<file path="src/rtl/script_pkg.sv">
// Shared definitions for the script sequencer: instruction fields,
// opcode and func codes, FSM states and act_cmd bit positions.
package script_pkg;

    localparam int NUM_HI  = 15;
    localparam int NUM_LO  = 8;
    localparam int SIGN_HI = 7;
    localparam int SIGN_LO = 5;
    localparam int FUNC_HI = 4;
    localparam int FUNC_LO = 3;
    localparam int OP_HI   = 2;
    localparam int OP_LO   = 0;

    localparam logic [2:0] OP_NOP    = 3'b000;
    localparam logic [2:0] OP_ACTION = 3'b001;
    localparam logic [2:0] OP_JUMP   = 3'b010;
    localparam logic [2:0] OP_WAIT   = 3'b011;
    localparam logic [2:0] OP_GAME   = 3'b100;

    localparam logic [1:0] F_ACT_MOVE     = 2'b00;
    localparam logic [1:0] F_ACT_GET      = 2'b01;
    localparam logic [1:0] F_ACT_PUT      = 2'b10;
    localparam logic [1:0] F_ACT_INTERACT = 2'b11;

    localparam logic [1:0] F_JMP_ALWAYS = 2'b00;
    localparam logic [1:0] F_JMP_FB1    = 2'b01;
    localparam logic [1:0] F_JMP_FB0    = 2'b10;

    localparam logic [1:0] F_WAIT_MS  = 2'b00;
    localparam logic [1:0] F_WAIT_FB1 = 2'b01;
    localparam logic [1:0] F_WAIT_FB0 = 2'b10;

    localparam logic [1:0] F_GAME_SET  = 2'b00;
    localparam logic [1:0] F_GAME_HALT = 2'b01;
    localparam logic [1:0] F_GAME_CLR  = 2'b10;

    localparam int ACT_MOVE     = 4;
    localparam int ACT_GET      = 3;
    localparam int ACT_PUT      = 2;
    localparam int ACT_INTERACT = 1;
    localparam int ACT_THROW    = 0;

    typedef enum logic [2:0] {
        S_IDLE,
        S_FETCH,
        S_EXEC,
        S_ACT_WAIT,
        S_MS_WAIT,
        S_FB_WAIT,
        S_HALT,
        S_FAULT
    } state_e;

    typedef struct packed {
        logic [7:0] num;
        logic [2:0] sign;
        logic [1:0] func;
        logic [2:0] op;
    } instr_t;

    function automatic instr_t decode(input logic [15:0] w);
        instr_t r;
        r.num  = w[NUM_HI:NUM_LO];
        r.sign = w[SIGN_HI:SIGN_LO];
        r.func = w[FUNC_HI:FUNC_LO];
        r.op   = w[OP_HI:OP_LO];
        return r;
    endfunction

endpackage

</file>
<file path="src/rtl/ms_countdown.sv">
// Millisecond down-counter: loads a value, decrements on each ms tick
// and saturates at zero. Used for both wait durations and timeouts.
module ms_countdown #(
    parameter int MS_W = 16
) (
    input  logic            clk,
    input  logic            res,
    input  logic            load_i,
    input  logic [MS_W-1:0] load_val_i,
    input  logic            tick_i,
    output logic            zero_o
);

    logic [MS_W-1:0] cnt_q;
    logic [MS_W-1:0] cnt_d;

    // Load has priority; ticks only count down while non-zero.
    always_comb begin
        cnt_d = cnt_q;
        if (load_i) begin
            cnt_d = load_val_i;
        end else if (tick_i && (cnt_q != '0)) begin
            cnt_d = cnt_q - 1'b1;
        end
    end

    // Counter register.
    always_ff @(posedge clk) begin
        if (res) begin
            cnt_q <= '0;
        end else begin
            cnt_q <= cnt_d;
        end
    end

    assign zero_o = (cnt_q == '0);

endmodule

</file>
<file path="src/rtl/script_sequencer.sv">
// Script sequencer: fetches and executes 16-bit script words
// (action, jump, wait, game-state) under a single control FSM.
module script_sequencer
    import script_pkg::*;
#(
    parameter int PC_W    = 8,
    parameter int PC_STEP = 2,
    parameter int MS_W    = 16
) (
    input  logic            clk,
    input  logic            res,
    input  logic [15:0]     instr,
    input  logic            step_pulse,
    input  logic            auto_mode,
    input  logic            ms_tick,
    input  logic            feedback_sig,
    output logic [PC_W-1:0] pc,
    output logic [4:0]      act_cmd,
    output logic [4:0]      act_target,
    output logic [7:0]      game_state,
    output logic            busy,
    output logic            halted,
    output logic            fault
);

    state_e          state_q, state_d;
    logic [PC_W-1:0] pc_q, pc_d;
    logic [7:0]      gs_q, gs_d;
    logic [4:0]      act_cmd_q, act_cmd_d;
    logic [4:0]      act_tgt_q, act_tgt_d;
    logic            fb_pol_q, fb_pol_d;
    logic            tmo_en_q, tmo_en_d;

    logic            cd_load;
    logic [MS_W-1:0] cd_val;
    logic            cd_zero;

    logic [PC_W-1:0] pc_next;
    logic [PC_W-1:0] pc_jmp;
    logic [PC_W-1:0] off;
    instr_t          d;
    logic            unused_sign;

    assign d           = decode(instr);
    assign unused_sign = d.sign[1];
    assign off         = PC_W'(d.num);
    assign pc_next     = pc_q + PC_W'(PC_STEP);
    assign pc_jmp      = d.sign[0] ? (pc_q - off) : (pc_q + off);

    ms_countdown #(
        .MS_W(MS_W)
    ) u_cd (
        .clk       (clk),
        .res       (res),
        .load_i    (cd_load),
        .load_val_i(cd_val),
        .tick_i    (ms_tick),
        .zero_o    (cd_zero)
    );

    // Next-state, decode and execute logic of the control FSM.
    always_comb begin
        state_d   = state_q;
        pc_d      = pc_q;
        gs_d      = gs_q;
        act_cmd_d = '0;
        act_tgt_d = act_tgt_q;
        fb_pol_d  = fb_pol_q;
        tmo_en_d  = tmo_en_q;
        cd_load   = 1'b0;
        cd_val    = '0;
        unique case (state_q)
            S_IDLE: begin
                if (step_pulse || auto_mode) state_d = S_FETCH;
            end
            S_FETCH: state_d = S_EXEC;
            S_EXEC: begin
                state_d = S_IDLE;
                case (d.op)
                    OP_NOP: pc_d = pc_next;
                    OP_ACTION: begin
                        state_d = S_ACT_WAIT;
                        case (d.func)
                            F_ACT_MOVE: begin
                                act_cmd_d[ACT_MOVE] = 1'b1;
                                act_tgt_d = d.num[4:0];
                            end
                            F_ACT_GET: act_cmd_d[ACT_GET] = 1'b1;
                            F_ACT_PUT: begin
                                if (d.sign[2]) act_cmd_d[ACT_THROW] = 1'b1;
                                else           act_cmd_d[ACT_PUT]   = 1'b1;
                            end
                            F_ACT_INTERACT: act_cmd_d[ACT_INTERACT] = 1'b1;
                        endcase
                    end
                    OP_JUMP: begin
                        case (d.func)
                            F_JMP_ALWAYS: pc_d = pc_jmp;
                            F_JMP_FB1: pc_d = feedback_sig ? pc_jmp : pc_next;
                            F_JMP_FB0: pc_d = feedback_sig ? pc_next : pc_jmp;
                            default: state_d = S_FAULT;
                        endcase
                    end
                    OP_WAIT: begin
                        cd_load = 1'b1;
                        cd_val  = MS_W'(d.num);
                        case (d.func)
                            F_WAIT_MS: begin
                                if (d.num == 8'd0) pc_d = pc_next;
                                else               state_d = S_MS_WAIT;
                            end
                            F_WAIT_FB1: begin
                                fb_pol_d = 1'b1;
                                tmo_en_d = (d.num != 8'd0);
                                state_d  = S_FB_WAIT;
                            end
                            F_WAIT_FB0: begin
                                fb_pol_d = 1'b0;
                                tmo_en_d = (d.num != 8'd0);
                                state_d  = S_FB_WAIT;
                            end
                            default: state_d = S_FAULT;
                        endcase
                    end
                    OP_GAME: begin
                        case (d.func)
                            F_GAME_SET: begin
                                gs_d = d.num;
                                pc_d = pc_next;
                            end
                            F_GAME_HALT: state_d = S_HALT;
                            F_GAME_CLR: begin
                                gs_d = 8'd0;
                                pc_d = pc_next;
                            end
                            default: state_d = S_FAULT;
                        endcase
                    end
                    default: state_d = S_FAULT;
                endcase
            end
            S_ACT_WAIT: begin
                // The pulse cycle itself ignores feedback (stale level).
                if ((act_cmd_q == '0) && feedback_sig) begin
                    state_d = S_IDLE;
                    pc_d    = pc_next;
                end
            end
            S_MS_WAIT: begin
                if (cd_zero) begin
                    state_d = S_IDLE;
                    pc_d    = pc_next;
                end
            end
            S_FB_WAIT: begin
                if (feedback_sig == fb_pol_q) begin
                    state_d = S_IDLE;
                    pc_d    = pc_next;
                end else if (tmo_en_q && cd_zero) begin
                    state_d = S_FAULT;
                end
            end
            S_HALT:  state_d = S_HALT;
            S_FAULT: state_d = S_FAULT;
        endcase
    end

    // State and architectural registers.
    always_ff @(posedge clk) begin
        if (res) begin
            state_q   <= S_IDLE;
            pc_q      <= '0;
            gs_q      <= '0;
            act_cmd_q <= '0;
            act_tgt_q <= '0;
            fb_pol_q  <= 1'b0;
            tmo_en_q  <= 1'b0;
        end else begin
            state_q   <= state_d;
            pc_q      <= pc_d;
            gs_q      <= gs_d;
            act_cmd_q <= act_cmd_d;
            act_tgt_q <= act_tgt_d;
            fb_pol_q  <= fb_pol_d;
            tmo_en_q  <= tmo_en_d;
        end
    end

    assign pc         = pc_q;
    assign act_cmd    = act_cmd_q;
    assign act_target = act_tgt_q;
    assign game_state = gs_q;
    assign busy       = !(state_q inside {S_IDLE, S_HALT, S_FAULT});
    assign halted     = (state_q == S_HALT);
    assign fault      = (state_q == S_FAULT);

endmodule

</file>
<file path="config.mk">
export PLATFORM = sky130hd
export DESIGN_NAME = script_sequencer
export DESIGN_NICKNAME = d
export VERILOG_FILES = /design/src/rtl/script_pkg.sv /design/src/rtl/ms_countdown.sv /design/src/rtl/script_sequencer.sv
export SDC_FILE = /design/constraint.sdc
export NUM_CORES = 1
export LEC_CHECK = 0
export CORE_MARGIN = 2
export CORE_UTILIZATION = 45
export DETAILED_ROUTE_END_ITERATION = 10
export PLACE_DENSITY = 0.82
export SYNTH_ARGS = -nofsm -noshare
export SYNTH_HDL_FRONTEND = slang
export SYNTH_SLANG_ARGS = --single-unit
</file>
<file path="constraint.sdc">
create_clock -name clk -period 3.99 [get_ports clk]
set_clock_uncertainty 0.2 [all_clocks]
set_input_delay 0.399 -clock clk [delete_from_list [all_inputs] [get_ports clk]]
set_output_delay 0.399 -clock clk [all_outputs]
set_load 0.1 [all_outputs]
</file>
==> results of run 1 <==
## sequential cells by signal, indices dropped and copies added, names as in the netlist
name        count
act_cmd         5
act_target      5
fb_pol_q        1
game_state      8
pc              8
state_q         3
tmo_en_q        1
u_cd.cnt_q     16
## routing by layer
layer  routed length [µm]  share of wire (%)
met5                    0                  0
met4                  182                2.5
met2                 3600                 49
met1                 3250                 44
met3                  377                5.1
## where the power goes
part | leakage [nW] | internal [mW] | switching [mW]
Clock | 0.0474 | 0.142 | 0.165
Combinational | 0.982 | 0.376 | 0.554
Sequential | 0.381 | 0.559 | 0.114
## worst max-delay path, delay by kind of cell
family	cells	cell delay (ps)
buffers and inverters	3	780
and+or+nand+nor	3	720
AOI/OAI and AO/OA	3	840
muxes	1	170
adders and majority gates	2	530
## worst max path at each step
stage,start,end,cells after the start
after floorplan,pc[0],pc[7],8
after global placement,instr[9],pc[7],12
after detailed placement,instr[9],pc[7],12
after CTS,instr[9],pc[7],12
after global routing,instr[9],pc[7],12
final,instr[9],pc[7],12
## cells by family (layout without fill, tap and decap cells)
family / after synthesis / count (layout) / share of synthesized area (%)
adder cells (fa/ha/maj): 16 / 16 / 6.95
buffers and inverters: 37 / 79 / 4.94
flip-flops: 47 / 47 / 31.5
multiplexers: 7 / 7 / 2.38
AND/OR/NAND/NOR: 157 / 157 / 27.6
AO/OA/AOI/OAI: 91 / 91 / 20.2
XOR/XNOR: 22 / 22 / 6.44
## cell type report
| cell class | count | area, µm² |
|---|---|---|
| clock buffers | 6 | 82.6 |
| multi-input cells | 293 | 1900 |
| fillers | 573 | 2760 |
| flip-flops and latches | 47 | 941 |
| repair buffers | 52 | 513 |
| inverters | 19 | 71.3 |
| clock inverters | 2 | 16.3 |
| well taps | 77 | 96.3 |
## cell usage in the layout (no fill, tap or decap), types with 3 or more instances in the layout
cell	count
o211ai_1	3
nor2_1	56
nor3b_1	4
ha_1	15
or4_1	4
nand2b_1	7
buf_4	3
o31ai_1	5
clkdlybuf4s50_1	49
a211oi_1	12
o21ai_0	13
inv_1	18
or2_2	3
xnor2_1	14
nand3_1	5
dfxtp_1	47
or3_1	7
a31oi_1	12
nor4_1	4
a21oi_1	25
nor3_1	17
clkbuf_8	6
nand2_1	19
and3_1	7
xor2_1	8
mux2i_1	6
nor2b_1	11
## per-stage QoR
stage                     hold slack (ps)  setup WS, ps  area (µm²)
after global routing                  319           367        3620
after global placement                264           372        3520
final                                 292           607        3620
after floorplan                       248          1090        2990
after CTS                             292           650        3620
after detailed placement              272           393        3520
==> results.cfg, run 1 <==
[power]
power.leakage_nw = 1.41
p_per_area_nw_per_um2 = 527
finalPower_mw = 1.91
irDropWorstVdd_uv = 528

[die]
die_h_um = 85.5
rows = 29
coreArea_um2 = 6390
die_area_um2 = 7310
die_x_um = 85.5
start_util_pct = 46.8
pin_count = 51

[sta]
period_minus_slack_ps = 3380
relSlewSlack_pct = 34.3
rsz0062_at_grt = false
min_period_over_period_pct = 84.8
worst_pin_slew_ps = 982
setup_viol = 0
setup_tns_ps = 0
fmax_mhz = 296
drv_slew = 0
hold_viol_final = 0

[clock_network]
hold_buffers = 0
cts_setup_buffers = 0
numCtsBuffers = 5
cts_tree = yes
root_buffer = clkbuf_8
cts_resized = 0
clock_latency_ps = 300
clock_sinks = 47
clk_pin_slew_worst_paths_ps = 80
clk_path_buf_depth = 2
htreeDepth = 2

[worst_setup_path]
crit_path_cell_trace = clkdlybuf4s50_1 -> inv_1 -> ha_1 -> mux2_2 -> inv_1 -> ha_1 -> nor2b_1 -> o2111a_1 -> nor3_1 -> or4_1 -> a2111oi_0 -> a311o_1
cp-start-kind = input pin
max_stage_delay_ps = 600
critPathKind = in -> reg
arrival_ps = 3430
cp_slowest_cell = clkdlybuf4s50_1
timing.rr.start = u_cd.cnt_q[0]
r2r_slack_ps = 920
worst_ep_required_time_ps = 4040
rr_worst_depth = 8
regToRegEndpoint = pc[0]
cp_max_fo = 6
crit_path_end_kind = flop

[run_status]
status = finished clean

[global_routing]
grt_pass1_wl_um = 12000
grt_pass1_vias = 2671
gr-total-overflow = 0
use_met1_pct = 25.7
grt_max_degree = 37
antenna_found_initial = 0
met3_usage_pct = 3.85
track_usage_pct = 19.8
grtUsageMet2_pct = 32.4
busiest_layer = met2

[place]
dp.cells = 488
dp_hpwl_um = 5530
portBuffers = 49
gp_congestion = 0.883

[drt]
drt-total-wl_um = 7400
drc = 0
antenna_left = 0
wl_per_cell_um = 14.9
initialDrtViolationCount = 154
dr.pass1.iters = 4
vias = 2930
viasPerCell = 5.91

[worst_hold_path]
hold_start = tmo_en_q
hold_path_class = reg -> reg
worstHoldEndpoint = tmo_en_q
hold_path_depth = 2

[cells_and_area]
layout.cells.non_filler = 496
layout.nets = 456
drive_gt1_share_pct = 4.77
antennaDiodeCount = 0
areaGrowthSynthToFinish_pct = 21.1
utilization_pct = 56.7

[synth]
async_reset_ff_share_pct = 0
netlist_instances = 377
yosys-top-cells-count = 56 x nor2_1, 47 x dfxtp_1, 25 x a21oi_1
ys_top_cells_by_area = dfxtp_1 31%, nor2_1 7.0%, ha_1 6.3%, a21oi_1 4.2%, xnor2_1 4.1%
synth.cell_area_um2 = 2990
ys_types = 57
ys_warn_count = 0
synth_edf_count = 0
synth.net_count = 415
synth_most_common_cell = nor2_1
syn_avg_cell_area_um2 = 7.93
synth_seq_cells = 47
seq_area_frac_synth_pct = 31.5
netlist.area_leader.share_pct = 31.5
yosysTopAreaCell = dfxtp_1
ys.flop_type = dfxtp_1

[run]
maxCapViolCount = 0
(Power assumes the default switching activity.)
==> inputs of run 2 (changes only) <==
clock period = 3.4 ns   (was 3.99 ns; I/O delays follow)
==> results.cfg, run 2 (synthesized netlist as in run 1, its figures left out) <==
[clock_network]
clock_sinks = 47
clk_path_buf_depth = 2
cts_tree = yes
clk_pin_slew_worst_paths_ps = 90
htreeDepth = 2
numCtsBuffers = 5
hold_buffers = 0
root_buffer = clkbuf_8
cts_resized = 0
clock_latency_ps = 310
cts_setup_buffers = 0

[cells_and_area]
layout_common_cells = 56 x nor2_1, 47 x dfxtp_1, 46 x clkdlybuf4s50_1
stdcell_area_um2 = 3730
antennaDiodeCount = 0
areaGrowthSynthToFinish_pct = 24.6
drive_gt1_share_pct = 8.76
largest_register_ffs = 16
layout.nets = 471
layout_commonest_cell = nor2_1
regMostFlops = u_cd.cnt_q
layout.cells.non_filler = 511
utilization_pct = 58.4

[worst_setup_path]
cp-start-kind = input pin
critPathKind = in -> reg
r2r_slack_ps = 430
crit_path_end_kind = flop
worst_ep_required_time_ps = 3460
setup.worst_path.start = instr[8]
timing.rr.start = u_cd.cnt_q[0]
cp_max_fo = 2
arrival_ps = 3210

[drt]
top_layer_used = met4
wl_per_cell_um = 15.4
viasPerCell = 5.78
drc = 0
wl_met3_um = 413
drt-total-wl_um = 7880
vias = 2955
wl_met2_um = 3860
wl_met1_um = 3410
antenna_left = 0
dr.pass1.iters = 4
initialDrtViolationCount = 190

[place]
dp.cells = 503
dp_slack_ps = -9.36
gp_congestion = 0.947
dp_hpwl_um = 5970
dpl_cell_area_um2 = 3630
portBuffers = 49

[power]
finalPower_mw = 2.27
p_per_area_nw_per_um2 = 610
power.leakage_nw = 1.49
irDropWorstVdd_uv = 600

[die]
pin_count = 51
die_x_um = 85.5
die_area_um2 = 7310
coreArea_um2 = 6390
start_util_pct = 46.8
rows = 29
die_h_um = 85.5

[run_status]
status = finished clean

[sta]
setup_tns_ps = 0
fin_hold_ws_ps = 302
setup_viol = 0
fmax_mhz = 317
relSlewSlack_pct = 33.9
period_minus_slack_ps = 3150
rsz0062_at_grt = false
worst_pin_slew_ps = 989
min_period_over_period_pct = 92.7
hold_viol_final = 0
drv_slew = 0
setup_slack_ps = 249

[global_routing]
grt_pass1_wl_um = 13000
grt_pass1_vias = 2818
grt_max_degree = 24
gr-total-overflow = 0
track_usage_pct = 21.9
antenna_found_initial = 0

[worst_hold_path]
hold_path_class = reg -> reg
hold_start = u_cd.cnt_q[9]

[run]
maxCapViolCount = 0
==> run 2: where the power goes <==
| part | leakage [nW] | internal [mW] | switching (mW) |
|---|---|---|---|
| clock network | 0.0474 | 0.166 | 0.192 |
| registers | 0.381 | 0.656 | 0.131 |
| logic | 1.06 | 0.457 | 0.672 |
| total | 1.49 | 1.28 | 0.995 |
==> run 2: final timing paths <==
check                       end  depth (start not counted)
setup / recovery          pc[7]                         12
hold / removal    u_cd.cnt_q[9]                          2
setup reg to reg          pc[0]                          8
hold reg to reg   u_cd.cnt_q[9]                          2
==> run 2: critical path: stages <==
cell,delay [ps]
clkdlybuf4s50_1,510
inv_1,80
ha_1,280
mux2_2,270
inv_1,60
ha_1,110
nor2b_1,180
o2111a_1,220
nor3_1,70
or4_1,500
a2111oi_0,400
a311o_1,180
==> run 2: cell type report <==
type	count	area, µm²
fillers	571	2660
multi-input cells	293	1900
flip-flops and latches	47	941
repair buffers	67	618
well taps	77	96.3
clock buffers	6	82.6
inverters	19	71.3
clock inverters	2	16.3
==> run 2: per-layer routing <==
metal / global-route usage (%) / vias to the layer above
met3: 4.04 / 20
li1: - / 1478
met5: 0 / -
met1: 27.2 / 1371
met4: 7.65 / 0
met2: 38.1 / 86
